<file path="src/rtl/spi_cmd_ctrl.sv">
// spi_cmd_ctrl
// Transaction controller between the SPI bridge byte interface and the PWM
// register file. Each SPI frame is decoded as a command byte followed by a
// data byte. Writes produce a single-cycle reg_wr strobe. Reads produce a
// single-cycle reg_rd strobe. The returned register byte is parked on data_out
// so the bridge transmits it at its next byte load.
//
// Command byte: bit7 = 1 write / 0 read, bit6 = high/low byte select,
// bits[5:0] = register address.
//
// Ports
//   clk        in   system clock (same domain as the SPI bridge)
//   rst        in   synchronous active-high reset
//   cs_n       in   chip select, already synchronous; high = frame inactive
//   byte_sync  in   one-cycle pulse, a byte was received
//   data_in    in   received byte, valid with byte_sync
//   data_out   out  byte the bridge loads for transmission
//   reg_addr   out  register address
//   reg_hi     out  high/low byte select
//   reg_wr     out  one-cycle write strobe
//   reg_wdata  out  write data, valid with reg_wr
//   reg_rd     out  one-cycle read strobe
//   reg_rdata  in   read data, valid one clock after reg_rd
//
// Optional feature macro: SPI_CMD_AUTOINC_EN
//   When defined, the controller stays in the data phase after each data
//   byte and steps the address (wrapping at 2^ADDR_W), giving write and read
//   bursts that end only when cs_n goes high. When undefined, every frame
//   carries one command and one data byte. A further byte is a new command.

module spi_cmd_ctrl #(
  parameter int          ADDR_W    = 6,
  parameter logic [7:0]  RST_RDATA = 8'h00
) (
  input  logic              clk,
  input  logic              rst,
  input  logic              cs_n,
  input  logic              byte_sync,
  input  logic [7:0]        data_in,
  output logic [7:0]        data_out,
  output logic [ADDR_W-1:0] reg_addr,
  output logic              reg_hi,
  output logic              reg_wr,
  output logic [7:0]        reg_wdata,
  output logic              reg_rd,
  input  logic [7:0]        reg_rdata
);

  typedef enum logic {
    IDLE = 1'b0,
    DATA = 1'b1
  } state_t;

  state_t            state_q, state_d;
  logic [ADDR_W-1:0] addr_q, addr_d;
  logic              hi_q, hi_d;
  logic              wr_cmd_q, wr_cmd_d;
  logic              reg_wr_q, reg_wr_d;
  logic              reg_rd_q, reg_rd_d;
  logic [7:0]        wdata_q, wdata_d;
  logic              rd_pend_q, rd_pend_d;
  logic [7:0]        dout_q, dout_d;
`ifdef SPI_CMD_AUTOINC_EN
  logic              inc_pend_q, inc_pend_d;
`endif

  // Next-state logic for the whole controller. The strobes default to zero
  // every cycle, so each strobe lasts exactly one clock. rd_pend follows
  // reg_rd by one clock. The register file presents its data in that cycle,
  // so data_out captures it. A read strobe that is already on the bus is
  // always captured, even if cs_n rises. Only the frame decode is abandoned.
  // cs_n high overrides byte_sync. A byte seen while the frame is inactive
  // is dropped, and the decoder returns to expecting a command byte.
  always_comb begin
    state_d   = state_q;
    addr_d    = addr_q;
    hi_d      = hi_q;
    wr_cmd_d  = wr_cmd_q;
    wdata_d   = wdata_q;
    reg_wr_d  = 1'b0;
    reg_rd_d  = 1'b0;
    rd_pend_d = reg_rd_q;
    dout_d    = dout_q;
`ifdef SPI_CMD_AUTOINC_EN
    inc_pend_d = 1'b0;
`endif

    if (rd_pend_q) begin
      dout_d = reg_rdata;
    end

`ifdef SPI_CMD_AUTOINC_EN
    // A burst write steps the address one clock after its strobe. This keeps
    // reg_addr correct while reg_wr is high.
    if (inc_pend_q && !cs_n) begin
      addr_d = addr_q + 1'b1;
    end
`endif

    if (cs_n) begin
      state_d = IDLE;
    end else if (byte_sync) begin
      case (state_q)
        IDLE: begin
          addr_d   = data_in[ADDR_W-1:0];
          hi_d     = data_in[6];
          wr_cmd_d = data_in[7];
          reg_rd_d = ~data_in[7];
          state_d  = DATA;
        end
        DATA: begin
          if (wr_cmd_q) begin
            reg_wr_d = 1'b1;
            wdata_d  = data_in;
`ifdef SPI_CMD_AUTOINC_EN
            inc_pend_d = 1'b1;
`endif
          end else begin
`ifdef SPI_CMD_AUTOINC_EN
            // A burst read moves to the next address immediately. The next
            // strobe then reads the new location.
            addr_d   = addr_q + 1'b1;
            reg_rd_d = 1'b1;
`endif
          end
`ifdef SPI_CMD_AUTOINC_EN
          state_d = DATA;
`else
          state_d = IDLE;
`endif
        end
        default: state_d = IDLE;
      endcase
    end
  end

  // State and registered outputs. Reset returns every output to its idle
  // value. Reset also forces the strobes low for the reset cycle itself.
  always_ff @(posedge clk) begin
    if (rst) begin
      state_q   <= IDLE;
      addr_q    <= '0;
      hi_q      <= 1'b0;
      wr_cmd_q  <= 1'b0;
      wdata_q   <= 8'h00;
      reg_wr_q  <= 1'b0;
      reg_rd_q  <= 1'b0;
      rd_pend_q <= 1'b0;
      dout_q    <= RST_RDATA;
`ifdef SPI_CMD_AUTOINC_EN
      inc_pend_q <= 1'b0;
`endif
    end else begin
      state_q   <= state_d;
      addr_q    <= addr_d;
      hi_q      <= hi_d;
      wr_cmd_q  <= wr_cmd_d;
      wdata_q   <= wdata_d;
      reg_wr_q  <= reg_wr_d;
      reg_rd_q  <= reg_rd_d;
      rd_pend_q <= rd_pend_d;
      dout_q    <= dout_d;
`ifdef SPI_CMD_AUTOINC_EN
      inc_pend_q <= inc_pend_d;
`endif
    end
  end

  assign data_out  = dout_q;
  assign reg_addr  = addr_q;
  assign reg_hi    = hi_q;
  assign reg_wr    = reg_wr_q;
  assign reg_wdata = wdata_q;
  assign reg_rd    = reg_rd_q;

endmodule

</file>
<file path="config.mk">
export PLATFORM = sky130hd
export DESIGN_NAME = spi_cmd_ctrl
export DESIGN_NICKNAME = d
export VERILOG_FILES = /design/src/rtl/spi_cmd_ctrl.sv
export SDC_FILE = /design/constraint.sdc
export NUM_CORES = 1
export LEC_CHECK = 0
export ABC_CLOCK_PERIOD_IN_PS = 1470
export BUFFER_PORTS_ARGS = -buffer_cell sky130_fd_sc_hd__clkbuf_2
export CAP_MARGIN = 20
export CORE_MARGIN = 3
export CORE_UTILIZATION = 49
export DETAILED_ROUTE_END_ITERATION = 8
export MAX_ROUTING_LAYER = met4
export PLACE_DENSITY = 0.81
export SETUP_SLACK_MARGIN = 0.2
export SYNTH_ARGS = -nofsm -noshare
export SYNTH_HDL_FRONTEND = slang
export SYNTH_SLANG_ARGS = --single-unit
</file>
<file path="constraint.sdc">
create_clock -name clk -period 1.47 [get_ports clk]
set_input_delay 0 -clock clk [delete_from_list [all_inputs] [get_ports clk]]
set_output_delay 0 -clock clk [all_outputs]
set_load 0.1 [all_outputs]
</file>
# --- After elaboration in Yosys (flattened, before gate mapping) ---
# Index checks and enable logic that the tools add are counted.
word_totals:
  inputBits: 20
  output_inout_bits: 25
  elab_cells: 20
  regBits: 28
op_classes:
  mux: 2
  n_reduce_logical: 5
  n_bitwise: 4
op_table:
  columns: ["operator", "count"]
  rows:
  - ["4-bit OR reduction", 2]
  - ["1-bit NOT", 4]
  - ["4-bit AND reduction", 1]
  - ["3-bit AND reduction", 1]
  - ["1-bit one-hot mux with 2 select lines", 1]
  - ["2-bit OR reduction", 1]
  - ["1-bit 2-to-1 mux", 1]

# --- Logic depth before layout (Yosys ltp) ---
logic_depth:
  depth_word: 2
  mapped_depth: 3
  depth_no_buf: 2

# --- Worst setup path before layout ---
# OpenSTA, ideal clock, no wires.
synth_timing:
  path_type: "register to register"
  from: "register, netlist name data_out[0]"
  to: "register dout_q[0] (netlist: data_out[0])"
  stages_incl_launch_ff: 3
  arrival_ns: 1.173
  required_time_ns: 1.403
  period_less_slack_ns: 1.240
  path_slack_ns: 0.230
  n_path_buf: 0
  cell_sequence: "dfxtp_1 -> mux2i_1 -> nor2_1"
synth_lines:
  columns: ["item", "line_no", "source"]
  rows:
  - ["end signal, assigned", "162", "dout_q <= dout_d;"]
  - ["end, declared", "62", "logic [7:0] dout_q, dout_d;"]

# --- Worst setup path in the final report ---
layout_timing:
  from: "register state_q"
  to: "register state_q"
layout_between:
  elab_chain_cells: 2
layout_lines:
  columns: ["item", "line_no", "source"]
  rows:
  - ["start, declared", "54", "state_t state_q, state_d;"]
  - ["start signal, assigned", "154", "state_q <= state_d;"]
  - ["1-bit NOT", null, null]
  - ["1-bit one-hot mux with 2 select lines *", "103", "case (state_q)"]
# Mark *: on every way between the ends. The rest lies on a longest branch, timed or not.
# A chain may end at the register's enable or synchronous reset.

==> run_results.csv <==
group,metric,value,unit
outcome,status,"completed",
synthesis,syn-cell-area,0.00109,mm2
synthesis,synth_cells,97,
setup_path,crit_required,1680,ps
global_routing,grt_max_degree,37,
placed_design,place_area,0.00131,mm2
clocking,clkSinkCount,28,
synthesis,seq_area_frac_synth,51.6,%
synthesis,synth_top_family_by_area,"multiplexers",
timing,min_period,1220,ps
synthesis,synth_simple_gate_area_share,21.5,%
global_routing,antenna_found_initial,0,
floorplan,die_w,53.1,um
global_routing,track_usage,18.5,%
cells_and_area,layout-drive-gt1-share,34.2,%
detailed_routing,drc,0,
timing,rsz0062_at_grt,"false",
synthesis,muxShareOfSynthArea,22.1,%
global_routing,grt_pass1_wl,3660,um
power,power.density,875,mW/mm2
clocking,worstSkewPairLatency,320,ps
detailed_routing,num_vias,872,
floorplan,rows,16,
clocking,cts-buffers-inserted,3,
timing,hold_viol,0,
clocking,cts_buffer_depth,2,
timing,skew,9.93,ps
detailed_routing,drtAntennaViolNets,0,
global_routing,gr-total-overflow,0,
cells_and_area,layout.nets,180,
cells_and_area,area_growth,40.2,%
setup_path,end_kind,"register",
floorplan,ios,45,
setup_path,cp_top_family,"buffers and inverters",
clocking,cts_tree,"yes",
synthesis,synthAdderAreaFrac,0,%
cells_and_area,fin_util,75.4,%
setup_path,critPathMaxStageDelay,570,ps
clocking,root_buffer,"clkbuf_4",
floorplan,core-area,0.00202,mm2
setup_path,start_kind,"register",
global_routing,grt_pass1_vias,849,
detailed_routing,viasPerCell,4.71,
hold_path,hold_class,"input pin to register",
clocking,cts.clk_slew.worst_paths,140,ps
timing,worst_pin_slew,556,ps
setup_path,path_cells,"xnor2_2 > nor3_2 > dlygate4sd3_1",
detailed_routing,drtPass1Iterations,4,
placed_design,gp_congestion,0.606,
synthesis,mappedNetlistNets,117,
timing,slew_headroom,63.1,%
floorplan,die_h,53.1,um
cells_and_area,design_area,0.00152,mm2
clocking,cts_htree_levels,1,
placed_design,portBuffers,44,
detailed_routing,routed_wl,2240,um
floorplan,initial_core_util,53.8,%
clocking,cts_setup_buffers,0,
synthesis,synth_compound_area_share,0,%
detailed_routing,drt_iter0_drc,6,
timing,finalCritPeriodShare,82.8,%
synthesis,synth_xor_area_share,0.806,%
detailed_routing,wire_per_inst,12.1,um
synthesis,synth_area_per_cell,11.2,um2
cells_and_area,antenna_cells,0,
power,vdd_drop_max,628,uV
setup_path,criticalPathCategory,"register to register",
setup_path,slowest_stage,"dlygate4sd3_1",
timing,fmax,821,MHz
timing,slew_viol_final,0,
timing,setup_violations,0,
setup_path,crit_buf_inv,1,
job,cap_violations,0,
synthesis,synth_cell_types,13,
timing,setup_tns,0,ps
synthesis,ys_seq_elements,28,
power,cellLeakagePower,0.716,nW
floorplan,die_area,0.00282,mm2
setup_path,cp_data_arrival_time,1430,ps
placed_design,hpwl,1530,um
setup_path,worstPathMaxFanout,3,
synthesis,yosys_warnings,0,
-- stage by stage --
step / worst slack (ps) / instances / total power [mW] / hold slack, ps
after floorplan: 230 / 97 / 0.963 / 69.5
after global placement: 487 / 164 / 1.01 / 204
after detailed placement: 427 / 164 / 1.01 / 203
after CTS: 208 / 185 / 1.34 / 158
after global routing: 228 / 185 / 1.39 / 187
final: 252 / 185 / 1.33 / 181
-- flip-flops by register name (all words and copies together), names as in the netlist --
signal	flops
wr_cmd_q	1
reg_wdata	8
reg_hi	1
reg_rd	1
reg_addr	6
state_q	1
data_out	8
reg_wr	1
rd_pend_q	1
-- per-layer routing --
metal  global-route usage (%)  vias up  wire [um]
met5                        -        -          0
met4                     7.66        0         14
li1                         -      443          -
met3                     4.51        2        124
met1                     18.0      405        863
met2                     34.7       22       1240
-- worst register-to-register path, cell delays in order, from the launching register on --
cell           delay (ps)
dfxtp_2               390
xnor2_2               120
nor3_2                 50
dlygate4sd3_1         570
-- where the power goes --
group          switching, mW  total, mW  internal [mW]  leakage [nW]
Clock                  0.204      0.300         0.0958        0.0138
Combinational          0.154      0.246         0.0923         0.475
Sequential            0.0115      0.788          0.776         0.227
Total                  0.369       1.33          0.965         0.716
-- cell usage after synthesis --
| cell type | instances | share of area [%] |
|---|---|---|
| buf_2 | 2 | 0.92 |
| nor3_2 | 1 | 0.92 |
| nor2_1 | 9 | 3.1 |
| clkbuf_1 | 1 | 0.34 |
| dfxtp_1 | 28 | 52 |
| buf_4 | 1 | 0.69 |
| nand4b_1 | 1 | 0.81 |
| xnor2_1 | 1 | 0.81 |
| mux2i_1 | 24 | 22 |
| nand2b_1 | 24 | 14 |
| buf_6 | 2 | 2.1 |
| nor2b_1 | 1 | 0.58 |
| nor3b_2 | 2 | 2.3 |
-- cell type report --
| class | instances | area [um2] |
|---|---|---|
| clock buffers | 3 | 22.5 |
| multi-input cells | 63 | 490 |
| repair buffers | 64 | 415 |
| well taps | 27 | 33.8 |
| fillers | 154 | 498 |
| flip-flops and latches | 28 | 562 |
-- cell families (layout without fill, tap and decap cells) --
group | after synthesis | count (layout)
buffers and inverters | 6 | 67
xor gates and xnor gates | 1 | 1
DFF | 28 | 28
and+or+nand+nor | 38 | 38
muxes | 24 | 24
-- layout by cell type (no fill, tap or decap), types with 2 or more instances in the layout --
master,instances
clkbuf_2,44
dfxtp_1,27
nand2b_1,24
mux2i_1,24
dlygate4sd3_1,18
nor2_1,9
clkbuf_4,3
nor3b_2,2
buf_4,2
-- worst paths after layout --
path / start / end / slack, ps / depth (start not counted)
worst max-delay path: state_q / state_q / 250 / 3
worst min-delay path: byte_sync / reg_wr / 180 / 4
worst max register to register: state_q / state_q / 250 / 3
worst min register to register: reg_rd / rd_pend_q / 480 / 1
-- what timing repair did --
action                                  CTS  global route
hold endpoints to repair                 26             0
resized for setup                         0             2
hold buffers                             18             0
endpoints found under the setup margin    0             1
Note: power is estimated with default switching activity, not from simulation.
